--- config.mk ---
export PLATFORM = sky130hd
export DESIGN_NAME = rf_wb_arbiter
export DESIGN_NICKNAME = d
export VERILOG_FILES = /design/src/rtl/rf_wb_arbiter.sv
export SDC_FILE = /design/constraint.sdc
export NUM_CORES = 1
export LEC_CHECK = 0
export CORE_ASPECT_RATIO = 0.6
export CORE_MARGIN = 2
export CORE_UTILIZATION = 47
export CTS_CLUSTER_SIZE = 16
export DETAILED_ROUTE_END_ITERATION = 8
export GPL_TIMING_DRIVEN = 0
export HOLD_SLACK_MARGIN = 0.15
export PLACE_DENSITY = 0.78
export SLEW_MARGIN = 20
export SYNTH_ARGS = -nofsm -noshare
export SYNTH_HDL_FRONTEND = slang
export SYNTH_SLANG_ARGS = --single-unit
--- constraint.sdc ---
create_clock -name clk -period 3.25 [get_ports clk]
set_input_delay 0.325 -clock clk [delete_from_list [all_inputs] [get_ports clk]]
set_output_delay 0.325 -clock clk [all_outputs]
set_load 0.005 [all_outputs]
--- src/rtl/rf_wb_arbiter.sv ---
// Shares the register-file write port between primary writeback and a queued
// long-latency result stream, and scoreboards outstanding long-latency writes.
module rf_wb_arbiter #(
  parameter int DEPTH      = 2,
  parameter int STARVE_MAX = 4
) (
  input  logic        clk,
  input  logic        rst,
  input  logic        pri_valid,
  input  logic [4:0]  pri_rd,
  input  logic [31:0] pri_data,
  input  logic        sec_valid,
  output logic        sec_ready,
  input  logic [4:0]  sec_rd,
  input  logic [31:0] sec_data,
  input  logic        issue_valid,
  input  logic [4:0]  issue_rd,
  output logic        issue_stall,
  input  logic [4:0]  rs1,
  input  logic [4:0]  rs2,
  output logic        busy1,
  output logic        busy2,
  output logic        pri_hold,
  output logic        rf_we,
  output logic [4:0]  rf_waddr,
  output logic [31:0] rf_wdata
);

  localparam int PtrW = (DEPTH > 1) ? $clog2(DEPTH) : 1;
  localparam int CntW = $clog2(DEPTH + 1);
  localparam int StW  = $clog2(STARVE_MAX + 1);
  localparam logic [PtrW-1:0] LastPtr = PtrW'(DEPTH - 1);
  localparam logic [CntW-1:0] DepthC  = CntW'(DEPTH);
  localparam logic [StW-1:0]  StarveC = StW'(STARVE_MAX);

  logic [4:0]      qRd   [DEPTH];
  logic [31:0]     qData [DEPTH];
  logic [PtrW-1:0] headPtr;
  logic [PtrW-1:0] tailPtr;
  logic [CntW-1:0] count;
  logic [CntW-1:0] countNext;
  logic [StW-1:0]  starveCnt;
  logic [StW-1:0]  starveInc;
  logic [31:0]     pending;
  logic [31:0]     pendingNext;
  logic [31:0]     setMask;
  logic [31:0]     clearMask;
  logic [4:0]      headRd;
  logic [31:0]     headData;
  logic            queueNonEmpty;
  logic            priReq;
  logic            popSel;
  logic            priSel;
  logic            pushEn;
  logic            setEn;

  function automatic logic [PtrW-1:0] incPtr(input logic [PtrW-1:0] p);
    return (p == LastPtr) ? '0 : p + 1'b1;
  endfunction

  assign sec_ready   = (count < DepthC);
  assign issue_stall = issue_valid & pending[issue_rd] & (issue_rd != 5'd0);
  assign busy1       = pending[rs1] & (rs1 != 5'd0);
  assign busy2       = pending[rs2] & (rs2 != 5'd0);

  always_comb begin
    queueNonEmpty = (count != '0);
    priReq        = pri_valid & (pri_rd != 5'd0);
    // A forced drain or an idle primary lets the queue head through.
    popSel        = queueNonEmpty & (pri_hold | ~priReq);
    priSel        = priReq & ~popSel;
    pushEn        = sec_valid & sec_ready & (sec_rd != 5'd0);
    headRd        = qRd[headPtr];
    headData      = qData[headPtr];
    setEn         = issue_valid & ~issue_stall & (issue_rd != 5'd0);
    setMask       = setEn ? (32'd1 << issue_rd) : 32'd0;
    clearMask     = popSel ? (32'd1 << headRd) : 32'd0;
    pendingNext   = (pending & ~clearMask) | setMask;
    starveInc     = starveCnt + 1'b1;
    countNext     = count;
    case ({pushEn, popSel})
      2'b10:   countNext = count + 1'b1;
      2'b01:   countNext = count - 1'b1;
      default: countNext = count;
    endcase
  end

  // Queue storage is plain memory; only the pointers and count are reset.
  always_ff @(posedge clk) begin
    if (pushEn) begin
      qRd[tailPtr]   <= sec_rd;
      qData[tailPtr] <= sec_data;
    end
  end

  always_ff @(posedge clk or posedge rst) begin
    if (rst) begin
      headPtr   <= '0;
      tailPtr   <= '0;
      count     <= '0;
      starveCnt <= '0;
      pending   <= '0;
      pri_hold  <= 1'b0;
      rf_we     <= 1'b0;
      rf_waddr  <= 5'd0;
      rf_wdata  <= 32'd0;
    end else begin
      count   <= countNext;
      pending <= pendingNext;
      if (popSel) headPtr <= incPtr(headPtr);
      if (pushEn) tailPtr <= incPtr(tailPtr);

      if (popSel) begin
        rf_we    <= 1'b1;
        rf_waddr <= headRd;
        rf_wdata <= headData;
      end else if (priSel) begin
        rf_we    <= 1'b1;
        rf_waddr <= pri_rd;
        rf_wdata <= pri_data;
      end else begin
        rf_we    <= 1'b0;
      end

      pri_hold <= 1'b0;
      if (popSel || !queueNonEmpty) begin
        starveCnt <= '0;
      end else if (priSel) begin
        if (starveInc == StarveC) begin
          pri_hold  <= 1'b1;
          starveCnt <= '0;
        end else begin
          starveCnt <= starveInc;
        end
      end
    end
  end

endmodule
==> flow_summary.yaml <==
yosys:
  ys_types: 51
  syn_area_per_cell_um2: 11.7
  synth.area.top_cells: "edfxtp_1 30%, dfrtp_1 27%, mux2i_1 7.8%"
  synth.largest_area_cell: "edfxtp_1"
  syn_area_um2: 7300
  synth_top_area_share: 0.304
  synthesis.nets: 720
  ys_seq_area_frac: 0.571
  yosys_register_bits: 152
  synth_edf_count: 74
  dominantRegCellSynth: "dfrtp_1"
  ys_warn_count: 0
  synthCells: 623
  async_reset_ff_frac: 0.513
floorplan:
  start_util: 0.478
  die_area_um2: 16600
  num_io_pins: 137
  num_rows: 35
  fp.dieW_um: 165
  die-height_um: 101
  core_area_um2: 15300
cts:
  root_buffer: "clkbuf_16"
  clkLatencyLatePin_ns: 0.42
  cts_buffers: 17
  cts_hold_buf: 0
  htreeDepth: 4
  ctsLongestPathBuffers: 2
  clk_pin_slew_ns: 0.07
  numClockSinks: 152
  tritoncts: "yes"
power_and_ir_drop:
  p_per_area_nw_per_um2: 803
  p_int_mw: 4.90
  clkPwrFrac: 0.247
  power.net_switching_mw: 2.78
  combPwrFrac: 0.356
  ir_drop_v: 0.000414
  netSwitchingFraction: 0.362
  seqPwrFrac: 0.397
  leakage_nw: 3.77
  power_mw: 7.68
cells_and_area:
  final_common_cell: "clkdlybuf4s50_1"
  fin_area_um2: 9560
  final_cells: 994
  fin_nets: 875
  areaGrowthSynthToFinish_pct: 30.9
  fill_cells: 1165
  drive_above_1_share: 0.0948
  antennaDiodeCount: 0
  mostFrequentLayoutCells: "133 x clkdlybuf4s50_1, 84 x nor2_1, 78 x dfrtp_1"
global_routing:
  grt_util_all_layers: 0.259
  grt_max_degree: 59
  overflow: 0
  grt_pass1_wl_um: 32200
  grt_pass1_vias: 5949
  antenna_found_initial: 0
setup_path:
  crit_path_cell_trace: "clkdlybuf4s50_1 > clkbuf_4 > mux4_2 > mux2i_1 > nor3b_1 > or4_1 > clkdlybuf4s50_1"
  arrival_ns: 2.86
  slowest_stage: "mux4_2"
  crit_family: "buffers and inverters"
  path_class: "input pin to output port"
  slowest_delay_ns: 0.53
  worst_path_most_repeated_cell: "clkdlybuf4s50_1"
  endpoint_kind: "output port"
  worstPathMaxFanout: 10
  worst-path-buf-inv: 3
  critical_path.startpoint_type: "input pin"
  cp.required_ns: 2.92
drt:
  post_drt_via_cell_ratio: 6.03
  wl_per_cell_um: 20.7
  dr.pass1.iters: 5
  ant_nets: 0
  vias: 5993
  drc: 0
  detail_route.iter0.violations: 475
  wl_um: 20600
placed_design:
  dpl.hpwl_um: 15500
  portBuffers: 133
  place.gp.congestion: 0.903
  postPlaceCellArea_um2: 8990
  dp_cells: 962
sta:
  max_freq_mhz: 314
  min_period_ns: 3.18
  slew-limit-headroom: 0.504
  rsz0062_at_grt: "false"
  holdWs_ns: 0.212
  setup_violations: 0
  hold_viol: 0
  drv_slew: 0
  final.setup_skew_ns: 0.0149
  tightest_slew_ns: 0.742
  tns_ns: 0
  period_share: 0.979
run:
  cap_violations: 0
status:
  status: "complete, no violations"
min_path:
  min_path_type: "input pin to asynchronous set/reset pin"
sequential cells by signal, indices dropped and copies added, names as in the netlist:
register,count
rf_we,1
pri_hold,1
rf_wdata,32
starveCnt,3
qData,64
tailPtr,1
qRd,10
pending,32
headPtr,1
rf_waddr,5
count,2
Yosys cell counts, types with 3 or more instances:
library cell	count
xnor2_1	4
a2111oi_0	4
o32ai_1	4
buf_6	4
a22o_1	7
a21oi_1	45
or4_1	3
buf_2	13
edfxtp_1	74
nand2b_1	11
o22ai_1	9
o21ai_0	27
inv_1	13
dfrtp_1	78
a22oi_1	8
and3_1	6
nor3_1	4
clkbuf_1	19
o2bb2ai_1	5
nor4b_1	4
a211oi_1	3
nand3_1	15
nor2_1	86
a221o_1	36
mux2_2	8
nand2_1	26
nor2b_1	10
mux2i_1	57
ha_1	3
and2_1	4
mux4_2	6
worst register-to-register path, stage by stage, from the launching register on:
cell	delay, ns
dfrtp_1	0.38
buf_2	0.24
buf_2	0.37
nand2_1	0.17
o22ai_1	0.47
nand2_1	0.23
o21ai_0	0.19
o21ai_0	0.15
metrics by stage:
stage | setup slack, ns | utilization
6_report | 0.0680 | 0.626
2_1_floorplan | 0.581 | -
3_3_place_gp | -0.981 | 0.582
5_1_grt | 0.00793 | 0.626
4_1_cts | 0.0592 | 0.625
3_5_place_dp | 0.0655 | 0.588
what timing repair did:
item	CTS	global route
buffers inserted	0	0
gates resized for setup	0	4
hold endpoints to repair	0	0
endpoints found under the setup margin	0	3
worst paths after layout:
path / slack (ns) / startpoint / cells past startpoint / endpoint
worst min register to register: 0.49 / starveCnt[0] / 1 / starveCnt[0]
worst min-delay path: 0.21 / rst / 2 / rf_wdata[6]
worst max-delay path: 0.07 / rs2[0] / 7 / busy2
min in group clk: 0.48 / sec_data[3] / 1 / qData[1][3]
max in group asynchronous: 2.45 / rst / 3 / rf_wdata[21]
worst max register to register: 0.92 / headPtr / 7 / pending[23]
power by group through the flow:
stage               registers (mW)  logic (mW)  clock network, mW
global placement              3.05        2.54                  0
CTS                           3.03        2.72               1.91
floorplan                     2.88        1.67                  0
global route                  3.10        2.99               1.99
finish                        3.05        2.73               1.90
detailed placement            3.06        2.70                  0
routing by layer:
layer | vias to the layer above | track usage | routed length [µm]
li1 | 2672 | - | -
met3 | 18 | 0.0658 | 2120
met4 | 0 | 0.0736 | 180
met1 | 2984 | 0.392 | 9420
met2 | 319 | 0.369 | 8910
met5 | - | 0 | 0
cell families (layout without fill, tap and decap cells):
logic type,count (synthesis),after routing,share of synthesized area
AOI/OAI and AO/OA,162,162,0.160
xor gates and xnor gates,6,6,0.00719
adders and majority gates,3,3,0.00514
buffers and inverters,49,217,0.0315
DFF,152,152,0.571
muxes,71,71,0.109
and+or+nand+nor,180,180,0.116
final cells by class:
| type | count | area [µm²] | area share |
|---|---|---|---|
| Buffer | 36 | 188 | 0.0196 |
| Clock buffer | 18 | 439 | 0.0459 |
| Clock inverter | 14 | 129 | 0.0135 |
| Inverter | 13 | 51.3 | 0.00536 |
| Multi-Input combinational cell | 422 | 2920 | 0.305 |
| Sequential cell | 152 | 4170 | 0.436 |
| Tap cell | 203 | 254 | 0.0266 |
| Timing Repair Buffer | 136 | 1410 | 0.148 |
Note: power is estimated with default switching activity, not from simulation.
